===== src/rtl/mips_pkg.sv =====
// Shared types and constants for the MIPS fetch path.
package mips_pkg;

  // Fetch sequencer states; ERR is only reachable when the timeout logic is built in.
  typedef enum logic [1:0] {
    IDLE = 2'd0,
    REQ  = 2'd1,
    EXEC = 2'd2,
    ERR  = 2'd3
  } fetch_state_t;

  // Instruction field positions.
  localparam int OP_MSB      = 31;
  localparam int OP_LSB      = 26;
  localparam int FUNCT_MSB   = 5;
  localparam int FUNCT_LSB   = 0;
  localparam int JTARGET_MSB = 25;
  localparam int JTARGET_LSB = 0;

  localparam logic [31:0] DEFAULT_RESET_PC = 32'h0000_0000;

  // Instruction addresses are always word aligned.
  function automatic logic [31:0] word_align(input logic [31:0] addr);
    return {addr[31:2], 2'b00};
  endfunction

endpackage


===== src/rtl/pc_nextsel.sv =====
// Combinational next-PC selection: sequential, branch and jump targets.
module pc_nextsel
  import mips_pkg::*;
(
  input  logic [31:0]                  pc,
  input  logic [JTARGET_MSB:JTARGET_LSB] jtarget,
  input  logic [31:0]                  signimm,
  input  logic                         pcsrc,
  input  logic                         jump,
  output logic [31:0]                  pcplus4,
  output logic [31:0]                  next_pc
);

  logic [31:0] branch_target;
  logic [31:0] jump_target;

  // All arithmetic wraps modulo 2^32; overflow past the top of memory is silent.
  assign pcplus4       = pc + 32'd4;
  assign branch_target = pcplus4 + (signimm << 2);
  assign jump_target   = {pcplus4[31:28], jtarget, 2'b00};

  // Jump has priority over a taken branch when the decoder raises both.
  always_comb begin
    next_pc = pcplus4;
    if (jump) begin
      next_pc = jump_target;
    end else if (pcsrc) begin
      next_pc = branch_target;
    end
  end

endmodule


===== src/rtl/fetch_unit.sv =====
// Instruction fetch sequencer: owns the PC, fetches one word per instruction
// over a req/ack handshake and presents it to the decoder with a valid flag.
// Optional macro FETCH_TIMEOUT_EN adds an ack wait counter and a sticky
// error state; without it REQ waits for ack indefinitely.
module fetch_unit
  import mips_pkg::*;
#(
  parameter logic [31:0] RESET_PC       = DEFAULT_RESET_PC,
  parameter int          TIMEOUT_CYCLES = 255
) (
  input  logic        clk,
  input  logic        reset,
  output logic        imem_req,
  output logic [31:0] imem_addr,
  input  logic        imem_ack,
  input  logic [31:0] imem_rdata,
  output logic [31:0] instr,
  output logic        instr_valid,
  output logic [31:0] pc,
  output logic [31:0] pcplus4,
  input  logic        stall,
  input  logic        pcsrc,
  input  logic        jump,
  input  logic [31:0] signimm,
  output logic        fetch_err
);

  localparam logic [31:0] RESET_PC_ALIGNED = word_align(RESET_PC);

  fetch_state_t state_q, state_d;
  logic [31:0]  pc_q, pc_d;
  logic [31:0]  instr_q, instr_d;
  logic         req_q, req_d;
  logic         valid_q, valid_d;
  logic [31:0]  next_pc;

`ifdef FETCH_TIMEOUT_EN
  localparam logic [15:0] TIMEOUT_LIMIT = 16'(TIMEOUT_CYCLES - 1);
  logic [15:0]  wait_q, wait_d;
  logic         err_q, err_d;
`else
  logic         unused_timeout;
  assign unused_timeout = (TIMEOUT_CYCLES != 0);
`endif

  pc_nextsel u_pc_nextsel (
    .pc      (pc_q),
    .jtarget (instr_q[JTARGET_MSB:JTARGET_LSB]),
    .signimm (signimm),
    .pcsrc   (pcsrc),
    .jump    (jump),
    .pcplus4 (pcplus4),
    .next_pc (next_pc)
  );

  // Next-state logic; outputs are decoded from the next state so they come straight from flops.
  always_comb begin
    state_d = state_q;
    pc_d    = pc_q;
    instr_d = instr_q;
`ifdef FETCH_TIMEOUT_EN
    wait_d  = wait_q;
`endif
    unique case (state_q)
      IDLE: state_d = REQ;
      REQ: begin
        if (imem_ack) begin
          instr_d = imem_rdata;
          state_d = EXEC;
        end
`ifdef FETCH_TIMEOUT_EN
        else if (wait_q == TIMEOUT_LIMIT) begin
          state_d = ERR;
        end else begin
          wait_d = wait_q + 16'd1;
        end
`endif
      end
      EXEC: begin
        if (!stall) begin
          pc_d    = next_pc;
          state_d = REQ;
        end
      end
`ifdef FETCH_TIMEOUT_EN
      ERR: state_d = ERR;
`else
      ERR: state_d = IDLE;
`endif
      default: state_d = IDLE;
    endcase
`ifdef FETCH_TIMEOUT_EN
    if (state_d == REQ && state_q != REQ) begin
      wait_d = 16'd0;
    end
    err_d   = (state_d == ERR);
`endif
    req_d   = (state_d == REQ);
    valid_d = (state_d == EXEC);
  end

  // State and output registers with synchronous reset; any pending request is dropped.
  always_ff @(posedge clk) begin
    if (reset) begin
      state_q <= IDLE;
      pc_q    <= RESET_PC_ALIGNED;
      instr_q <= 32'h0;
      req_q   <= 1'b0;
      valid_q <= 1'b0;
`ifdef FETCH_TIMEOUT_EN
      wait_q  <= 16'd0;
      err_q   <= 1'b0;
`endif
    end else begin
      state_q <= state_d;
      pc_q    <= pc_d;
      instr_q <= instr_d;
      req_q   <= req_d;
      valid_q <= valid_d;
`ifdef FETCH_TIMEOUT_EN
      wait_q  <= wait_d;
      err_q   <= err_d;
`endif
    end
  end

  assign imem_req    = req_q;
  assign imem_addr   = pc_q;
  assign instr       = instr_q;
  assign instr_valid = valid_q;
  assign pc          = pc_q;
`ifdef FETCH_TIMEOUT_EN
  assign fetch_err   = err_q;
`else
  assign fetch_err   = 1'b0;
`endif

endmodule


===== config.mk =====
export PLATFORM = sky130hd
export DESIGN_NAME = fetch_unit
export DESIGN_NICKNAME = d
export VERILOG_FILES = /design/src/rtl/mips_pkg.sv /design/src/rtl/pc_nextsel.sv /design/src/rtl/fetch_unit.sv
export SDC_FILE = /design/constraint.sdc
export NUM_CORES = 1
export LEC_CHECK = 0
export CAP_MARGIN = 20
export CORE_ASPECT_RATIO = 0.9
export CORE_MARGIN = 2
export CORE_UTILIZATION = 59
export DETAILED_ROUTE_END_ITERATION = 10
export DONT_BUFFER_PORTS = 1
export PLACE_DENSITY = 0.82
export SLEW_MARGIN = 20
export SYNTH_ARGS = -nofsm -noshare
export SYNTH_HDL_FRONTEND = slang
export SYNTH_HIERARCHICAL = 1
export SYNTH_SLANG_ARGS = --single-unit

===== constraint.sdc =====
create_clock -name clk -period 3.75 [get_ports clk]
set_clock_uncertainty 0.1 [all_clocks]
set_input_delay 1.125 -clock clk [delete_from_list [all_inputs] [get_ports clk]]
set_output_delay 1.125 -clock clk [all_outputs]
set_load 0.02 [all_outputs]

==> summary.md, run 1 <==
The floorplan die width was 110 microns. The most used flip-flop cell after synthesis is dfxtp_1. The tools report the summed instance area of the synthesized netlist as 6010 sq um. After synthesis, the mean cell area works out to 8.25 sq um. In this run, synthesis produced a sequential element count of 68. After the flow finishes, the layout carries non-filler instances totaling 902.

The wire-length estimate of the detail-placed layout is 12700 microns. The number of nets with antenna violations after routing is 0, and the delay of the slowest cell on the worst path is 0.35 ns. The portion of the post-synthesis area used by sequential elements was 22.6%. The number of buffers and inverters on the critical path was 0.

The number of clock buffers added by TritonCTS is 9. The worst supply voltage drop on vdd was 0.329 mV. The first TritonRoute pass finished after 5 iterations. Cells with a size suffix above 1 make up 29.0% of the layout.

Biggest fanout along the worst timing path: 4. The number of antenna violations at the first check in global routing came out at 0. The critical setup path kind was reg2reg.

0 antenna diodes ended up in the layout. The most numerous cell type found on the critical path is and3_4. The logs give 0 for the number of hold-slack violations in the final timing report and 0.949 for the routability congestion estimate. Top achievable clock speed: 0.270 GHz.

The clock insertion delay at the later pin of the skew report was 0.32 ns. Summed over all layers, the routed wires come to 17100 microns. The count of input and output buffers is 0, and the number of vias in the routed layout is 5322.

In this run the worst hold path is classified as reg2reg. For the final net count, the log shows 878. The longest clock path from root to sink contains 2 buffers. TritonCTS built the clock tree. Transition time of the tightest slew-check pin: 0.955 ns.

Setup repair after global routing could not meet its margin everywhere. Across all hold checks on the routed design, the worst slack comes to 0.413 ns. Using the TritonRoute via totals, the vias-per-cell ratio works out to 5.90.

For this block, the initial DRC count from the detailed router was 393. The nature of the critical path endpoint was a flip-flop. The number of nets in the synthesized netlist is 836. The height of the die was 99.8 microns. Power comes to 2080 uW.

For this run, the total global-route usage over all layers was measured as 29.2%. The die covers 11000 sq um. The count of hold-fix buffers inserted at cts is 0, and the total DRC errors in the routed layout is 0.

The critical path goes through and4_4 > and3_4 > and3_4 > nand3_4 > xnor2_2 > ha_2 > or2_2 > o311ai_4 > nor2b_1 > a311o_1 > a41oi_2 > a21oi_2 > xnor2_1 > a221oi_2 > nand2b_1 > mux2i_1. For this design, the sink count on the clock tree is 68. The overall overflow remaining after global route is 0, and the number of max-capacitance violations reported is 0.

In the finished design, the share of the clock period the worst path needs comes to 98.7%. The area growth from synthesis to layout is 22.4%. Dividing the detail-routed wire length by the instance count gives 19.0 microns.

The number of unique standard cell types used by synthesis was 58; the wire length of the first global-routing pass was 26400 microns. The tools report the number of failing setup endpoints in the final timing report as 0. Critical path's slowest cell: a311o_1. The kind of start point of the critical path was a flip-flop. The via count of the first global-routing pass is 5222.

The endpoint arrival time on the critical path is 3.84 ns. The run gives 3.89 ns as the data required time of the worst path. The family with the most delay on the worst path was simple AND/OR/NAND/NOR gates.

Entering global routing, the biggest net connects 133 pins. The logs give 201 for the number of top-level pins and 61.5% for the starting utilization of the core area. Measured against its own limit, the worst slew margin works out to 36.3%.

The register clock-pin slew on the reported worst setup and hold paths works out to 0.06 ns. The run gives 0.00305 uW as the static leakage. Cells fill 75.3% of the core in the end.

The core box area is 9780 sq um. The flow ran to the end, and the final reports show no timing, DRC or antenna violations. The time the worst path needs with I/O delays and setup was 3.70 ns; the share of synthesized registers carrying an async set or reset was 0%. In this run, synthesis inferred 0 flip-flops with an integrated enable. The root buffer cell chosen for the clock tree is clkbuf_16.

Counting every instance in the synthesized netlist gives 729. H-tree level count: 3. For the number of max-slew violations in the final report, the log shows 0. In this run the core area contains 34 standard-cell rows.

Yosys printed 6 warnings. Post-placement cell count: 873. The power per unit of standard cell area is 282 nW/um^2.
-- path summary, 6_finish.rpt --
kind | startpoint | end | slack [ns] | depth (start not counted)
worst max-delay path | imem_addr[9] | imem_addr[25] | 0.05 | 16
worst min-delay path | imem_addr[16] | imem_addr[16] | 0.41 | 2
worst max register to register | imem_addr[9] | imem_addr[25] | 0.05 | 16
worst min register to register | imem_addr[16] | imem_addr[16] | 0.41 | 2
-- power by group --
group | total, uW | switching, uW | internal, uW | leakage, uW
clock network | 966 | 299 | 667 | 0.000169
logic | 316 | 163 | 154 | 0.00232
registers | 795 | 47.7 | 747 | 0.000557
total | 2080 | 510 | 1570 | 0.00305
-- repair_timing --
item / 4_1_cts / 5_1_grt
endpoints found under the setup margin: 5 / 14
pin swaps: 4 / 40
resized for setup: 9 / 78
setup buffers: 2 / 11
-- sequential cells by signal, indices dropped and copies added, names as in the netlist --
name,flops
instr_valid,1
imem_addr,32
imem_req,1
instr,32
state_q,2
-- layout by cell type, fill, tap and decap left out, types with 5 or more instances in the layout --
cell type / netlist / final
o21ai_0: 24 / 22
xnor2_4: 0 / 5
a21oi_2: 2 / 12
nand2_1: 49 / 46
inv_1: 22 / 22
and3_1: 11 / 6
a211oi_1: 8 / 5
mux2_2: 5 / 5
xor2_1: 19 / 15
a21o_1: 13 / 13
xnor2_1: 34 / 21
clkbuf_16: 0 / 9
mux2i_1: 73 / 73
nand3_1: 11 / 7
and3_4: 0 / 5
dfxtp_1: 68 / 58
a21oi_1: 46 / 36
nand2b_1: 128 / 128
nand4_1: 8 / 8
nor3_1: 6 / 6
ha_2: 0 / 6
ha_1: 36 / 22
xnor2_2: 0 / 8
nor2_1: 28 / 24
nor2b_1: 9 / 9
dfxtp_2: 0 / 10
o21bai_1: 6 / 6
ha_4: 0 / 8
buf_4: 36 / 99
-- metal layers --
layer | up-vias | GRT usage [%] | share of wire, %
li1 | 2547 | - | -
met1 | 2554 | 42.4 | 47
met2 | 205 | 45.1 | 45
met3 | 16 | 5.07 | 7.4
met4 | 0 | 7.98 | 1.0
met5 | - | 0 | 0
-- logic make-up (layout without fill, tap and decap cells) --
kind of cell,after synthesis,in the layout,synth area share (%)
buffers and inverters,92,139,9.34
XOR/XNOR,53,53,7.72
multiplexers,78,78,13.1
other,1,1,0.0623
AO/OA/AOI/OAI,132,132,14.5
AND/OR/NAND/NOR,268,268,24.9
flip-flops,68,68,22.6
adder cells (fa/ha/maj),37,37,7.82
-- through the flow --
stage / setup TNS [ns] / setup WS (ns) / area, sq um
after floorplan: -0.0623 / -0.0623 / 6090
final: 0 / 0.0498 / 7360
after global placement: -0.538 / -0.144 / 6440
after detailed placement: -0.984 / -0.208 / 6440
after CTS: 0 / 0.000457 / 6850
after global routing: -0.276 / -0.0858 / 7360
-- layout make-up --
cell class / instances / area, sq um
inverters: 22 / 82.6
clock inverters: 6 / 111
multi-input cells: 569 / 4630
well taps: 126 / 158
repair buffers: 101 / 766
flip-flops and latches: 68 / 1370
clock buffers: 10 / 239
fillers: 698 / 2420
-- cells in the mapped netlist, drive strengths merged, types with 2 or more instances --
| master | instances | area, sq um |
|---|---|---|
| nand2b | 128 | 801 |
| mux2i | 73 | 731 |
| dfxtp | 68 | 1360 |
| nand2 | 49 | 184 |
| a21oi | 48 | 248 |
| buf | 46 | 389 |
| ha | 36 | 450 |
| xnor2 | 34 | 298 |
| nor2 | 29 | 111 |
| o21ai | 26 | 130 |
| clkbuf | 24 | 90.1 |
| inv | 22 | 82.6 |
| xor2 | 19 | 166 |
| a21o | 13 | 97.6 |
| nand3 | 13 | 75.1 |
| and3 | 11 | 68.8 |
| nor2b | 9 | 56.3 |
| a211oi | 8 | 60.1 |
| nand4 | 8 | 50.1 |
| nor3 | 7 | 40.0 |
| o21bai | 6 | 45.0 |
| mux2 | 5 | 56.3 |
| a221oi | 4 | 35.0 |
| o21a | 4 | 30.0 |
| o21ba | 4 | 40.0 |
| or2 | 4 | 25.0 |
| and4 | 3 | 26.3 |
| o31ai | 3 | 22.5 |
| a21boi | 2 | 22.5 |
| a22oi | 2 | 15.0 |
| a31oi | 2 | 12.5 |
| and2 | 2 | 12.5 |
| and3b | 2 | 18.8 |
| nor3b | 2 | 20.0 |
-- worst reg2reg max path: cells and delay by family (launching register included) --
family | cells | cell delay [ns]
AOI/OAI and AO/OA | 5 | 1.03
adders and majority gates | 1 | 0.32
and+or+nand+nor | 7 | 1.31
xor gates and xnor gates | 2 | 0.40
muxes | 1 | 0.15
DFF | 1 | 0.32
No activity file was read; power rests on OpenSTA's default activity.
==> run 2, diff against run 1 <==
ABC_AREA = 1   (was default)
==> run 2 against run 1 <==
Net effect: flip-flop and latch count is the same; setup slack improved by 0.23 ns; combinational power is 49% higher; critical endpoint is now imem_addr[15].
==> summary.md, run 2 <==
The ratio of cells with drive above 1 in the final layout is 9.71% (-19 points), and the transition time of the tightest slew-check pin is 0.671 ns (-0.284 ns). The run gives 1317 (+50%) as the final net count. The cell area after placement is 6950 sq um (+8.0%).

The worst hold path belongs to the class reg2reg. The static leakage is 0.00394 uW (+29%), and the count of flip-flops with a built-in enable after synthesis is 0 (unchanged). The critical setup path kind was reg2reg. The run gives 6 (unchanged) as the number of warnings issued by yosys.

The biggest fanout along the worst timing path was 5 (+1). The internal power contribution is 1510 uW (-3.9%), and the data required time of the worst path is 3.88 ns (about the same). The count of cells along the worst hold path came out at 2 (unchanged). Mean routed wirelength per cell: 15.7 microns (-17%).

The tools report the post-route core utilization as 67.0% (-8.3 points). Number of max-capacitance violations reported: 0 (unchanged). Summed over all instances, the cell type with the most area after synthesis is nand2_1. The run gives 1202 (+65%) as the post-synthesis instance total. The library cells used most frequently in the layout, excluding fill and tap cells, are 378 x nand2_1, 196 x inv_1, 157 x nor2_1, 102 x nand3_1, 68 x a21oi_1. The via-per-instance ratio came out at 5.33 (-9.7%). Leaving out fill and tap cells, the most frequent cell in the layout is nand2_1.

The routability congestion estimate was 1.03 (+9.0%); the switching power summed over all nets was 756 uW (+48%). In the post-synthesis netlist, the biggest area contributors are nand2_1 21%, dfxtp_1 20%, inv_1 11%, nor2_1 8.8%, nand3_1 7.7%. The post-synthesis to final-layout area growth works out to 9.27%. The floorplan die width came out at 116 microns (+5.4%). The number of nets with antenna violations after routing was 0 (unchanged); the top achievable clock speed was 0.288 GHz (+6.7%). Worst hold endpoint: imem_addr[15]. For the detailed placer's ending HPWL, the log shows 17200 microns (+35%).

Launch point of the worst path: imem_addr[3]. The tools report the number of max-slew violations in the final report as 0 (unchanged). The combinational fraction of design power was 20.8% (+5.6 points); the number of unique standard cell types used by synthesis was 37 (-36%).

The maximum clock path buffer count was 2 (unchanged). The startpoint of the most critical hold path was imem_addr[15]. The count of fill cells added during filler insertion is 1048 (+50%), and the starting utilization of the core area is 61.3% (-0.19 points). The overall routing resource usage was 34.5% (+5.2 points). For the summed instance area of the synthesized netlist, the log shows 6710 sq um (+12%). The worst supply voltage drop on vdd came out at 0.391 mV (+19%).

The endpoint arrival time on the critical path is 3.60 ns (-0.24 ns). The portion of the post-synthesis area used by sequential elements was 20.3% (-2.3 points); the total CTS buffers was 9 (unchanged). The logs give 0 (unchanged) for the number of failing setup endpoints in the final timing report and 0 (unchanged) for the total DRC errors in the routed layout. The synthesized area divided by synthesized cell count was 5.58 sq um (-32%); the wire length of the first global-routing pass was 32700 microns (+24%). Nature of the critical path endpoint: a flip-flop. The relative contribution of the clock network to total power was 42.2% (-4.3 points).

The most frequent cell after synthesis is nand2_1. The number of DRC markers in iteration 0 is 716 (+82%), and the flip-flop and latch count after synthesis is 68 (unchanged). The run gives 0.34 ns (+0.02 ns) as the clock insertion delay at the later pin of the skew report. The tools report the via count of the first global-routing pass as 6543 (+25%). The height of the die was 105 microns (+5.4%). The time the worst path needs with I/O delays and setup works out to 3.47 ns (-0.231 ns). The flow ran to the end, and the final reports show no timing, DRC or antenna violations.

The worst slew margin relative to its limit came out at 55.2% (+19 points). Total routed wirelength: 21500 microns (+26%). The count of hold-fix buffers inserted at cts was 0 (unchanged).

The count of input and output buffers works out to 0 (unchanged). The setup total negative slack was 0 ns (unchanged); the detailed-routing iteration count for the pre-antenna-repair pass was 6 (+1). The core box area came out at 10900 sq um (+12%).

Among all flip-flop cells after synthesis, the most frequent one is dfxtp_1. The sink count of the clock tree was 68 (unchanged); the fraction of synthesized cell area taken by the top area cell type was 21.2% (-1.5 points). The power per unit of standard cell area works out to 309 nW/um^2 (+9.4%). Overall overflow remaining after global route: 0 (unchanged). Final instance area: 7330 sq um (-0.48%).

The number of hold-slack violations in the final timing report is 0 (unchanged). The slack of the worst reg-to-reg path is 0.28 ns (+0.23 ns), and the antenna diode count is 0 (unchanged). The count of standard-cell rows is 36 (+5.9%), and the share of synthesized registers carrying an async set or reset is 0% (unchanged). The number of antenna violations at the first check in global routing is 0 (unchanged). The H-tree level count came out at 3 (unchanged). STA classifies the critical path startpoint as a flip-flop. Setup repair after global routing could not meet its margin everywhere. The number of vias in the routed layout was 7282 (+37%).

The synthesized netlist net count is 1309 (+57%), and the register clock-pin slew on the reported worst setup and hold paths is 0.06 ns (about the same). The number of top-level pins was 201 (unchanged). The endpoint identified for the worst register-to-register timing path is imem_addr[15]. The cell count of the worst reg-to-reg path came out at 20 (+4). The run gives 37.0% (-1.3 points) as the sequential cell fraction of total power. The share of total power consumed by net switching was 33.4% (+8.9 points); the area of the die was 12200 sq um (+11%). TritonCTS built the clock tree. The startpoint of the worst register-to-register path is imem_addr[3]. The commonest cells after synthesis are 378 x nand2_1, 196 x inv_1, 158 x nor2_1.

The portion of the clock cycle consumed by the worst path in the final layout was 92.5% (-6.2 points); the pin count of the biggest net entering global routing was 65 (-51%). The clock tree root buffer cell was clkbuf_16.
run 2: cell types whose count changed in the layout (fill, tap and decap cells not counted), moves of 11 or more:
cell	delta
a21o_1	-13
a21oi_1	+32
a21oi_2	-11
buf_4	-33
ha_1	+14
inv_1	+174
mux2i_1	-73
nand2_1	+332
nand2b_1	-128
nand3_1	+95
nor2_1	+133
xnor2_1	-19
run 2: worst max path at each step:
stage | to | slack [ns]
6_report | imem_addr[15] | 0.28
5_1_grt | imem_addr[28] | -0.01
4_1_cts | imem_addr[15] | 0.28
3_5_place_dp | imem_addr[15] | 0.29
3_3_place_gp | imem_addr[15] | 0.34
2_1_floorplan | imem_addr[15] | 0.40
run 2: cell families after synthesis:
logic type               after synthesis  share of synthesized area [%]
XOR/XNOR                              15                           1.96
flip-flops                            68                           20.3
other                                  1                         0.0559
adder cells (fa/ha/maj)               37                           7.01
AO/OA/AOI/OAI                        108                           8.77
buffers and inverters                268                           17.9
AND/OR/NAND/NOR                      705                           44.0
run 2: critical path, stage by stage, from the launching register on:
cell	delay, ns
dfxtp_1	0.37
ha_1	0.23
inv_1	0.12
nor2_4	0.18
nand2_1	0.15
xor2_1	0.18
inv_1	0.23
ha_1	0.35
nand2_1	0.15
inv_1	0.07
nand2_1	0.07
nand2_1	0.06
a21oi_1	0.13
nand2_1	0.17
or2_2	0.31
nand3_1	0.08
o211ai_1	0.10
inv_1	0.08
nand3_1	0.10
nand2_1	0.09
nor2_1	0.04
run 2: what timing repair did:
| action | in CTS | in global routing |
|---|---|---|
| setup buffers | 0 | 0 |
| endpoints found under the setup margin | 0 | 8 |
| resized for setup | 0 | 9 |
run 2: through the flow:
stage / worst slack [ns] / power [uW] / cells / hold WS [ns]
finish: 0.281 / 2260 / 1367 / 0.438
global route: -0.0125 / 2360 / 1367 / 0.465
CTS: 0.280 / 2250 / 1367 / 0.436
detailed placement: 0.291 / 1310 / 1351 / 0.428
global placement: 0.342 / 1300 / 1351 / 0.427
floorplan: 0.404 / 1210 / 1202 / 0.421
run 2: layout make-up:
cell class                 instances  area, sq um  share of cell area, %
tap                              152          190                   2.59
sequential                        68         1360                   18.6
inverter                         199          747                   10.2
clock buffer                       9          225                   3.07
multi-input combinational        866         4200                   57.4
clock inverter                     7          105                   1.43
timing repair buffer              66          495                   6.76
run 2: power groups by stage:
stage | combinational [uW] | sequential, uW | clock (uW)
after floorplan | 355 | 854 | 0
after global placement | 452 | 852 | 0
after detailed placement | 459 | 854 | 0
after CTS | 462 | 838 | 955
after global routing | 523 | 844 | 996
final | 470 | 837 | 954
run 2: routing by layer:
layer | GRT usage, % | up-vias | share of wire, %
met5 | 0 | - | 0
met4 | 13.3 | 0 | 3.6
met3 | 9.22 | 49 | 10
met2 | 56.8 | 346 | 46
met1 | 42.5 | 3189 | 40
li1 | - | 3698 | -
